--- src/rtl/uart_pkg.sv ---
`default_nettype none
// ============================================================================
// Module      : uart_pkg
// Description : Shared UART definitions for the transmit and receive paths:
//               line-level constants, transmitter state encoding and the
//               baud divider calculation.
// Revision    : 1.0  initial release
// ============================================================================
package uart_pkg;

    // One start bit, eight data bits, one stop bit
    localparam int   FRAME_BITS = 10;
    localparam logic START_BIT  = 1'b0;
    localparam logic STOP_BIT   = 1'b1;

    typedef enum logic [1:0] {
        IDLE  = 2'd0,
        START = 2'd1,
        DATA  = 2'd2,
        STOP  = 2'd3
    } tx_state_t;

    // Clock cycles per line bit; truncation is intentional (156 at 18 MHz / 115200)
    function automatic int calc_divider(input int clk_freq, input int baudrate);
        return clk_freq / baudrate;
    endfunction

endpackage
`default_nettype wire

--- src/rtl/uart_byte_fifo.sv ---
`default_nettype none
// ============================================================================
// Module      : uart_byte_fifo
// Description : Single-clock synchronous FIFO with occupancy counter.
//               Pointers wrap modulo DEPTH (power of 2). Head entry is
//               presented combinationally on o_data.
// Ports       : clk, rst      clock, asynchronous active-high reset
//               i_push/i_data  write request and data (ignored when full)
//               i_pop          read request (ignored when empty)
//               o_data         head entry
//               o_full/o_empty occupancy flags
//               o_level        occupancy, 0..DEPTH
// Revision    : 1.0  initial release
// ============================================================================
module uart_byte_fifo #(
    parameter int DEPTH = 4,
    parameter int WIDTH = 8
) (
    input  logic                       clk,
    input  logic                       rst,
    input  logic                       i_push,
    input  logic [WIDTH-1:0]           i_data,
    input  logic                       i_pop,
    output logic [WIDTH-1:0]           o_data,
    output logic                       o_full,
    output logic                       o_empty,
    output logic [$clog2(DEPTH):0]     o_level
);

    localparam int c_AW = $clog2(DEPTH);

    logic [WIDTH-1:0] r_mem [DEPTH];
    logic [c_AW-1:0]  r_wr_ptr;
    logic [c_AW-1:0]  r_rd_ptr;
    logic [c_AW:0]    r_level;
    logic             w_push_ok;
    logic             w_pop_ok;

    assign o_full    = (r_level == (c_AW+1)'(DEPTH));
    assign o_empty   = (r_level == '0);
    assign o_level   = r_level;
    assign o_data    = r_mem[r_rd_ptr];
    assign w_push_ok = i_push && !o_full;
    assign w_pop_ok  = i_pop && !o_empty;

    always_ff @(posedge clk or posedge rst) begin
        if (rst) begin
            r_wr_ptr <= '0;
            r_rd_ptr <= '0;
            r_level  <= '0;
        end else begin
            // Power-of-2 depth: natural overflow of the pointer is the wrap
            if (w_push_ok) r_wr_ptr <= r_wr_ptr + 1'b1;
            if (w_pop_ok)  r_rd_ptr <= r_rd_ptr + 1'b1;
            case ({w_push_ok, w_pop_ok})
                2'b10:   r_level <= r_level + 1'b1;
                2'b01:   r_level <= r_level - 1'b1;
                default: r_level <= r_level;
            endcase
        end
    end

    // Storage needs no reset: entries are only read after being written
    always_ff @(posedge clk) begin
        if (w_push_ok) r_mem[r_wr_ptr] <= i_data;
    end

endmodule
`default_nettype wire

--- src/rtl/uart_tx_fifo_ctrl.sv ---
`default_nettype none
// ============================================================================
// Module      : uart_tx_fifo_ctrl
// Description : Buffered 8N1 UART transmitter. Bytes enter a small FIFO via
//               a valid/ready handshake and are serialized LSB first.
// Ports       : CLK_IN     system clock
//               RST_IN     asynchronous active-high reset
//               DATA_i     byte to transmit
//               VALID_i    DATA_i valid
//               READY_o    FIFO can accept a byte this cycle
//               UART_TX_o  serial line, idle high (registered)
//               BUSY_o     frame in progress or FIFO non-empty (registered)
//               LEVEL_o    FIFO occupancy
// Revision    : 1.0  initial release
// ============================================================================
module uart_tx_fifo_ctrl
    import uart_pkg::*;
#(
    parameter int CLK_FREQ   = 18_000_000,
    parameter int BAUDRATE   = 115_200,
    parameter int FIFO_DEPTH = 4
) (
    input  logic                          CLK_IN,
    input  logic                          RST_IN,
    input  logic [7:0]                    DATA_i,
    input  logic                          VALID_i,
    output logic                          READY_o,
    output logic                          UART_TX_o,
    output logic                          BUSY_o,
    output logic [$clog2(FIFO_DEPTH):0]   LEVEL_o
);

    localparam int c_DIVIDER = calc_divider(CLK_FREQ, BAUDRATE);
    localparam int c_CW      = (c_DIVIDER > 1) ? $clog2(c_DIVIDER) : 1;
    localparam int c_LW      = $clog2(FIFO_DEPTH) + 1;

    tx_state_t         r_state;
    tx_state_t         w_state_next;
    logic [c_CW-1:0]   r_baud_cnt;
    logic [c_CW-1:0]   w_baud_next;
    logic [2:0]        r_bit_idx;
    logic [2:0]        w_bit_idx_next;
    logic [7:0]        r_shift;
    logic [7:0]        w_shift_next;
    logic              r_tx;
    logic              w_tx_next;
    logic              r_busy;
    logic              w_busy_next;
    logic              w_push;
    logic              w_pop;
    logic              w_baud_done;
    logic [7:0]        w_fifo_data;
    logic              w_full;
    logic              w_empty;
    logic [c_LW-1:0]   w_level;
    logic [c_LW-1:0]   w_level_next;

    // READY depends only on registered occupancy, so a pop in the same
    // cycle as full does not open the slot until the next cycle.
    assign READY_o     = !w_full;
    assign w_push      = VALID_i && !w_full;
    assign w_baud_done = (r_baud_cnt == c_CW'(c_DIVIDER - 1));
    assign UART_TX_o   = r_tx;
    assign BUSY_o      = r_busy;
    assign LEVEL_o     = w_level;

    uart_byte_fifo #(
        .DEPTH (FIFO_DEPTH),
        .WIDTH (8)
    ) u_fifo (
        .clk     (CLK_IN),
        .rst     (RST_IN),
        .i_push  (w_push),
        .i_data  (DATA_i),
        .i_pop   (w_pop),
        .o_data  (w_fifo_data),
        .o_full  (w_full),
        .o_empty (w_empty),
        .o_level (w_level)
    );

    always_ff @(posedge CLK_IN or posedge RST_IN) begin
        if (RST_IN) begin
            r_state    <= IDLE;
            r_baud_cnt <= '0;
            r_bit_idx  <= '0;
            r_shift    <= '0;
            r_tx       <= STOP_BIT;
            r_busy     <= 1'b0;
        end else begin
            r_state    <= w_state_next;
            r_baud_cnt <= w_baud_next;
            r_bit_idx  <= w_bit_idx_next;
            r_shift    <= w_shift_next;
            r_tx       <= w_tx_next;
            r_busy     <= w_busy_next;
        end
    end

    always_comb begin
        w_state_next   = r_state;
        w_baud_next    = r_baud_cnt + 1'b1;
        w_bit_idx_next = r_bit_idx;
        w_shift_next   = r_shift;
        w_pop          = 1'b0;

        case (r_state)
            IDLE: begin
                w_baud_next = '0;
                if (!w_empty) begin
                    w_pop          = 1'b1;
                    w_shift_next   = w_fifo_data;
                    w_bit_idx_next = '0;
                    w_state_next   = START;
                end
            end
            START: begin
                if (w_baud_done) begin
                    w_baud_next    = '0;
                    w_bit_idx_next = '0;
                    w_state_next   = DATA;
                end
            end
            DATA: begin
                if (w_baud_done) begin
                    w_baud_next    = '0;
                    w_shift_next   = {1'b0, r_shift[7:1]};
                    w_bit_idx_next = r_bit_idx + 1'b1;
                    if (r_bit_idx == 3'd7) w_state_next = STOP;
                end
            end
            STOP: begin
                if (w_baud_done) begin
                    w_baud_next = '0;
                    // Chain straight into the next start bit when data waits
                    if (!w_empty) begin
                        w_pop          = 1'b1;
                        w_shift_next   = w_fifo_data;
                        w_bit_idx_next = '0;
                        w_state_next   = START;
                    end else begin
                        w_state_next = IDLE;
                    end
                end
            end
        endcase

        // Line level follows the state being entered, so the registered
        // output changes on the same edge as the state.
        case (w_state_next)
            START:   w_tx_next = START_BIT;
            DATA:    w_tx_next = w_shift_next[0];
            default: w_tx_next = STOP_BIT;
        endcase

        w_level_next = w_level + c_LW'(w_push) - c_LW'(w_pop);
        w_busy_next  = (w_state_next != IDLE) || (w_level_next != '0);
    end

endmodule
`default_nettype wire
--- config.mk ---
export PLATFORM = sky130hd
export DESIGN_NAME = uart_tx_fifo_ctrl
export DESIGN_NICKNAME = d
export VERILOG_FILES = /design/src/rtl/uart_pkg.sv /design/src/rtl/uart_byte_fifo.sv /design/src/rtl/uart_tx_fifo_ctrl.sv
export SDC_FILE = /design/constraint.sdc
export NUM_CORES = 1
export LEC_CHECK = 0
export ABC_CLOCK_PERIOD_IN_PS = 3690
export BUFFER_PORTS_ARGS = -buffer_cell sky130_fd_sc_hd__buf_2
export CELL_PAD_IN_SITES_DETAIL_PLACEMENT = 1
export CELL_PAD_IN_SITES_GLOBAL_PLACEMENT = 2
export CORE_ASPECT_RATIO = 0.8
export CORE_UTILIZATION = 29
export DETAILED_ROUTE_END_ITERATION = 10
export PLACE_DENSITY_LB_ADDON = 0.1
export RECOVER_POWER = 100
export SKIP_CTS_REPAIR_TIMING = 1
export SYNTH_ARGS = -nofsm -noshare
export SYNTH_HDL_FRONTEND = slang
export SYNTH_HIERARCHICAL = 1
export SYNTH_SLANG_ARGS = --single-unit
export TNS_END_PERCENT = 30
--- constraint.sdc ---
create_clock -name CLK_IN -period 3.69 [get_ports CLK_IN]
set_input_delay 0.5535 -clock CLK_IN [delete_from_list [all_inputs] [get_ports CLK_IN]]
set_output_delay 0.5535 -clock CLK_IN [all_outputs]
set_load 0.005 [all_outputs]
After elaboration in Yosys (flattened, before gate mapping)
Memories as Yosys holds them, arrays and structs flattened.
Cells that the tools add are included.
Word-level totals
  flip-flop bits (word level): 30
  bits in writable memories: 32
  input bits: 11
  output and inout port bits: 6
  memories: 1
Operators by class
  add/subtract/negate cells: 8
  equality and inequality tests: 13
  multiplexer cells: 25
  reductions and logical operators: 15
Memories
  u_fifo.r_mem: depth 4, bits a word 8, read ports 1, clocked after Yosys merged registers in 0, wr ports 1, line uart_byte_fifo.sv:32  | logic [WIDTH-1:0] r_mem [DEPTH];
Operators by type and width (count)
  2-to-1 mux 8 bit: 4
  case mux 8 bit (3 select lines): 1
  case mux 8 bit (2 select lines): 1
  2-to-1 mux 3 bit: 4
  case mux 3 bit (4 select lines): 1
  2-to-1 mux 2 bit: 5
  adder 8 x 1 -> 8 bit, second input constant: 1
  == test 2 bit, second input constant: 4
  == test 8 bit, second input constant: 1
  case mux 2 bit (4 select lines): 1
  adder 3 x 1 -> 3 bit, second input constant: 2
  == test 2 x 1 -> 1 bit, second input constant: 3
  == test 3 bit, second input constant: 2
  != test 2 bit, second input constant: 3
  case mux 3 bit (2 select lines): 1
  AND reduction 3 bit: 2
  nonzero test 3 bit: 2
  2-to-1 mux 1 bit: 5
  adder 2 x 1 -> 2 bit, second input constant: 2
  case mux 1 bit (2 select lines): 2
  nonzero test 2 bit: 2
  adder 3 x 1 -> 3 bit: 1
  logical AND 1 bit: 3
  logical NOT 3 bit: 1
  6 further kinds: 7

Longest topological paths before layout
  word-level depth: 7
  depth in mapped cells: 13
  mapped depth without buffers: 12

Modules after synthesis
The synthesis kept the hierarchy.
Modules (own cells, without submodules)
  uart_byte_fifo: times used 1, cells an instance 80, area an instance 1596.5 um^2
  uart_tx_fifo_ctrl: times used 1, cells an instance 153, area an instance 1527.7 um^2

Least setup slack after synthesis
Ideal clock, no wire load.
  path type: reg2reg
  start point: register r_baud_cnt[0]
  end point: register r_busy, in the netlist BUSY_o
  setup time: 125 ps
  data arrival time: 2710 ps
  setup slack: 856 ps
  stages on the path, launching flop included: 14
  clock period less this slack: 2834 ps
  cell sequence: dfrtp_1 ha_1 and4b_1 buf_2 a31oi_2 nor3_1 ha_1 inv_1 ha_1 fa_1 xnor2_1 xnor2_1 nor4_2 nand2b_1
On the way
  cells in the longest elaborated chain, start to end: 6
Ends and longest elaborated chain
  start: declaration: line uart_tx_fifo_ctrl.sv:39  | logic [c_CW-1:0] r_baud_cnt;
  start signal: assignment: line uart_tx_fifo_ctrl.sv:92  | r_baud_cnt <= w_baud_next;
  == test 8 bit: line uart_tx_fifo_ctrl.sv:62  | assign w_baud_done = (r_baud_cnt == c_CW'(c_DIVIDER - 1));
  2-to-1 mux 1 bit: line uart_tx_fifo_ctrl.sv:133  | if (w_baud_done) begin
  case mux 1 bit (2 select lines): line uart_tx_fifo_ctrl.sv:107  | case (r_state)
  via w_pop: line uart_tx_fifo_ctrl.sv:50  | logic w_pop;
  subtractor 3 x 1 -> 3 bit: line uart_tx_fifo_ctrl.sv:156  | w_level_next = w_level + c_LW'(w_push) - c_LW'(w_pop);
  nonzero test 3 bit: line uart_tx_fifo_ctrl.sv:157  | w_busy_next = (w_state_next != IDLE) || (w_level_next != '0);
  logical OR 1 bit: line uart_tx_fifo_ctrl.sv:157
  via w_busy_next: line uart_tx_fifo_ctrl.sv:48  | logic w_busy_next;
  end signal: assignment: line uart_tx_fifo_ctrl.sv:96  | r_busy <= w_busy_next;
  end: declaration: line uart_tx_fifo_ctrl.sv:47  | logic r_busy;
The timed path passes the listed nets, and every way through them passes these cells.
A chain may end at the register's enable or synchronous reset.

Worst setup path in the final report
Ends and elaborated chain as after synthesis.

==> out/results.tsv <==
stage	metric	value	unit
global_route	first-pass GRT wire length	10600	um
floorplan	Initial Util	30.1	%
pwr	Pwr Density	585	mW/mm2
routing	1st-pass router iterations	4	
floorplan	Core Region	0.0104	mm2
yosys	Main synth FF type	edfxtp_1	
routing	DR WL/cell	16.0	um
global_route	Global Route Usage Sum	12.9	%
yosys	post-synth cell types	60	
timing	Slew HR	36.2	%
clocking	H-tree depth	3	
yosys	average cell area after synthesis	13.4	um2
timing	Setup WS post-layout	703	ps
critical_path	Critical Path End Type	flip-flop	
cells_and_area	final instance area	0.00358	mm2
critical_path	worst path arrival time	3200	ps
timing	number of setup violations in the final report	0	
placement	routability cong.	0.681	
yosys	Synth async-reset ratio	48.4	%
critical_path	worst-path fanout max	8	
cells_and_area	share of cells above drive strength 1	15.8	%
clocking	clk buf depth	2	
routing	Via-to-Cell Ratio	4.68	
timing	Min Clock Period, post-route	2990	ps
critical_path	critical path type	reg2reg	
routing	final wirelength	6390	um
cells_and_area	Final Instance Count excl. Fillers	399	
pwr	P_sw	0.575	mW
global_route	number of global-route vias before repair	1910	
floorplan	overall die area	0.0112	mm2
critical_path	Slowest cell on crit path	dfrtp_1	
min_path	type of the worst min-delay path	in2async	
yosys	Post-synth EDFFs	32	
floorplan	num rows	33	
yosys	Post-Synthesis Cell Area	0.00312	mm2
clocking	CTS tree	done	
pwr	Int Pwr	1.52	mW
pwr	VDD IR-drop max	0.000228	V
cells_and_area	area delta synth->final	14.7	%
clocking	Clock Tree Root	clkbuf_16	
pwr	Leak	1.35	nW
cells_and_area	post-layout util	34.6	%
critical_path	Startpoint Class	flip-flop	
floorplan	die height	94.8	um
pwr	Comb power frac	17.1	%
cells_and_area	n_diodes	0	
cells_and_area	# nets final	282	
critical_path	CP max stage delay	400	ps
outcome	outcome	finished, final reports clean	
routing	DR iter-0 viols	70	
routing	Antenna Nets Post-Route	0	
yosys	Post-Syn Nets	261	
critical_path	crit-path cells	ha_1 -> and4b_1 -> a31oi_1 -> nor3_1 -> ha_1 -> inv_1 -> ha_1 -> fa_1 -> xnor2_1 -> xnor2_1 -> nor4_1 -> nand2b_1	
placement	Area after DPL	0.00337	mm2
global_route	grt ovf	0	
yosys	Synthesis Warnings	6	
critical_path	worst path required time	3900	ps
clocking	CTS buffer count	9	
timing	Final Hold Fails	0	
routing	DRC Markers	0	
timing	Clock Skew	3.63	ps
floorplan	IO Count	17	
yosys	largest cells by area after synthesis	edfxtp_1, dfrtp_1, ha_1	
clocking	Worst-Skew Late Latency	330	ps
timing	Hold WS	163	ps
timing	RSZ-0062 raised after global routing	false	
yosys	Seq/Total Area, Yosys	54.8	%
floorplan	Die Wd	118	um
job	max_cap viols	0	
global_route	largest net degree at the start of global routing	24	
pwr	Pwr Total	2.10	mW
clocking	CTS clk-pin slew, worst paths	50	ps
routing	via count	1869	
timing	Worst-Margin Slew	956	ps
yosys	Syn Inst Count	233	
timing	Fmax	0.335	GHz
placement	DP Worst Slack	785	ps
global_route	initial antenna violation count	0	
clocking	number of clock sinks	62	
critical_path	most used cell along the critical path	ha_1	
pwr	Clock Power Share	39.9	%
yosys	post-synth top area cell	edfxtp_1	
placement	Placed Cells	383	
timing	Final Max Tran Viols	0	
yosys	Synth Register Bits	62	
placement	port buffer count	16	
timing	Final Cycle Share	81.0	%
placement	hpwl dp	4380	um
pwr	Seq pwr share	43.0	%
pwr	sw frac	27.4	%
timing	Setup TNS	0	ps
yosys	Yosys top cell area share	30.8	%
==> state kept, by name, summed over array words and instances (netlist names) <==
register / count
u_fifo/r_mem: 32
r_baud_cnt: 8
r_shift: 8
r_bit_idx: 3
u_fifo/o_level: 3
r_state: 2
u_fifo/r_rd_ptr: 2
u_fifo/r_wr_ptr: 2
BUSY_o: 1
UART_TX_o: 1
==> final timing paths <==
kind | startpoint | endpoint | slack, ps | depth (start not counted)
worst max-delay path | r_baud_cnt[0] | BUSY_o | 700 | 12
min in group CLK_IN | DATA_i[5] | u_fifo/r_mem[1][5] | 490 | 1
worst max register to register | r_baud_cnt[0] | BUSY_o | 700 | 12
max in group asynchronous | RST_IN | r_shift[0] | 2650 | 2
worst min-delay path | RST_IN | u_fifo/o_level[1] | 160 | 2
worst min register to register | r_baud_cnt[0] | r_baud_cnt[0] | 490 | 1
==> power by group through the flow <==
stage                     registers (mW)  clock network, mW  logic [mW]
after detailed placement           0.920                  0       0.411
after global placement             0.921                  0       0.410
after global routing               0.913              0.883       0.414
final                              0.901              0.836       0.359
after CTS                          0.909              0.855       0.413
after floorplan                    0.901                  0       0.300
==> final cells by class <==
| class | count | area (um2) |
|---|---|---|
| clock buffers | 11 | 233 |
| inverters | 18 | 67.6 |
| flip-flops and latches | 62 | 1710 |
| well taps | 140 | 175 |
| repair buffers | 19 | 86.3 |
| multi-input cells | 144 | 1250 |
| clock inverters | 5 | 58.8 |
| fillers | 1093 | 6780 |
==> placed cells by master (no fill, tap or decap), types with 3 or more instances in the layout <==
cell type and n:
mux4_2 8, ha_1 15, buf_2 6, xnor2_1 8
xor2_1 7, a21oi_1 7, clkbuf_1 12, o21ai_0 3
edfxtp_1 32, nand3_1 3, mux2i_1 7, dfrtp_1 29
a22o_1 7, nand2_1 7, nor3_1 11, inv_1 18
and2_0 5, nor2_1 9, o2bb2ai_1 5, clkbuf_16 9
==> cells in the mapped netlist (3+ instances only) <==
library cell  count
nor2_1            8
edfxtp_1         32
o21ai_0           3
buf_2             3
a21oi_1           6
inv_1            17
nand3_1           3
dfrtp_1          29
nor3_1           12
and2_2            4
xor2_1            7
a22o_1            7
o2bb2ai_1         5
clkbuf_1          5
mux2i_1           7
mux4_2            8
nand2_1           7
ha_1             15
xnor2_1           8
==> kinds of logic (layout without fill, tap and decap cells) <==
group | Yosys count | count (layout) | share of synthesized area [%]
AND/OR/NAND/NOR | 57 | 57 | 11.5
XOR/XNOR | 15 | 15 | 4.21
buffers and inverters | 27 | 53 | 3.48
AO/OA/AOI/OAI | 38 | 38 | 9.85
multiplexers | 17 | 17 | 8.85
adder cells (fa/ha/maj) | 17 | 17 | 7.29
flip-flops | 62 | 62 | 54.8
==> metal layers <==
| metal | vias up | track usage (%) | share of wire, % |
|---|---|---|---|
| li1 | 898 | - | - |
| met5 | - | 0 | 0 |
| met4 | 0 | 5.45 | 1.6 |
| met2 | 22 | 18.7 | 42 |
| met3 | 11 | 4.35 | 3.4 |
| met1 | 938 | 17.6 | 53 |
==> worst max-delay path, delay by kind of cell (launching register included) <==
family / cells / cell delay (ps)
AO/OA/AOI/OAI: 1 / 300
XOR/XNOR: 2 / 280
adder cells (fa/ha/maj): 4 / 1110
buffers and inverters: 1 / 40
flip-flops: 1 / 400
AND/OR/NAND/NOR: 4 / 730
Note: power is estimated with default switching activity, not from simulation.
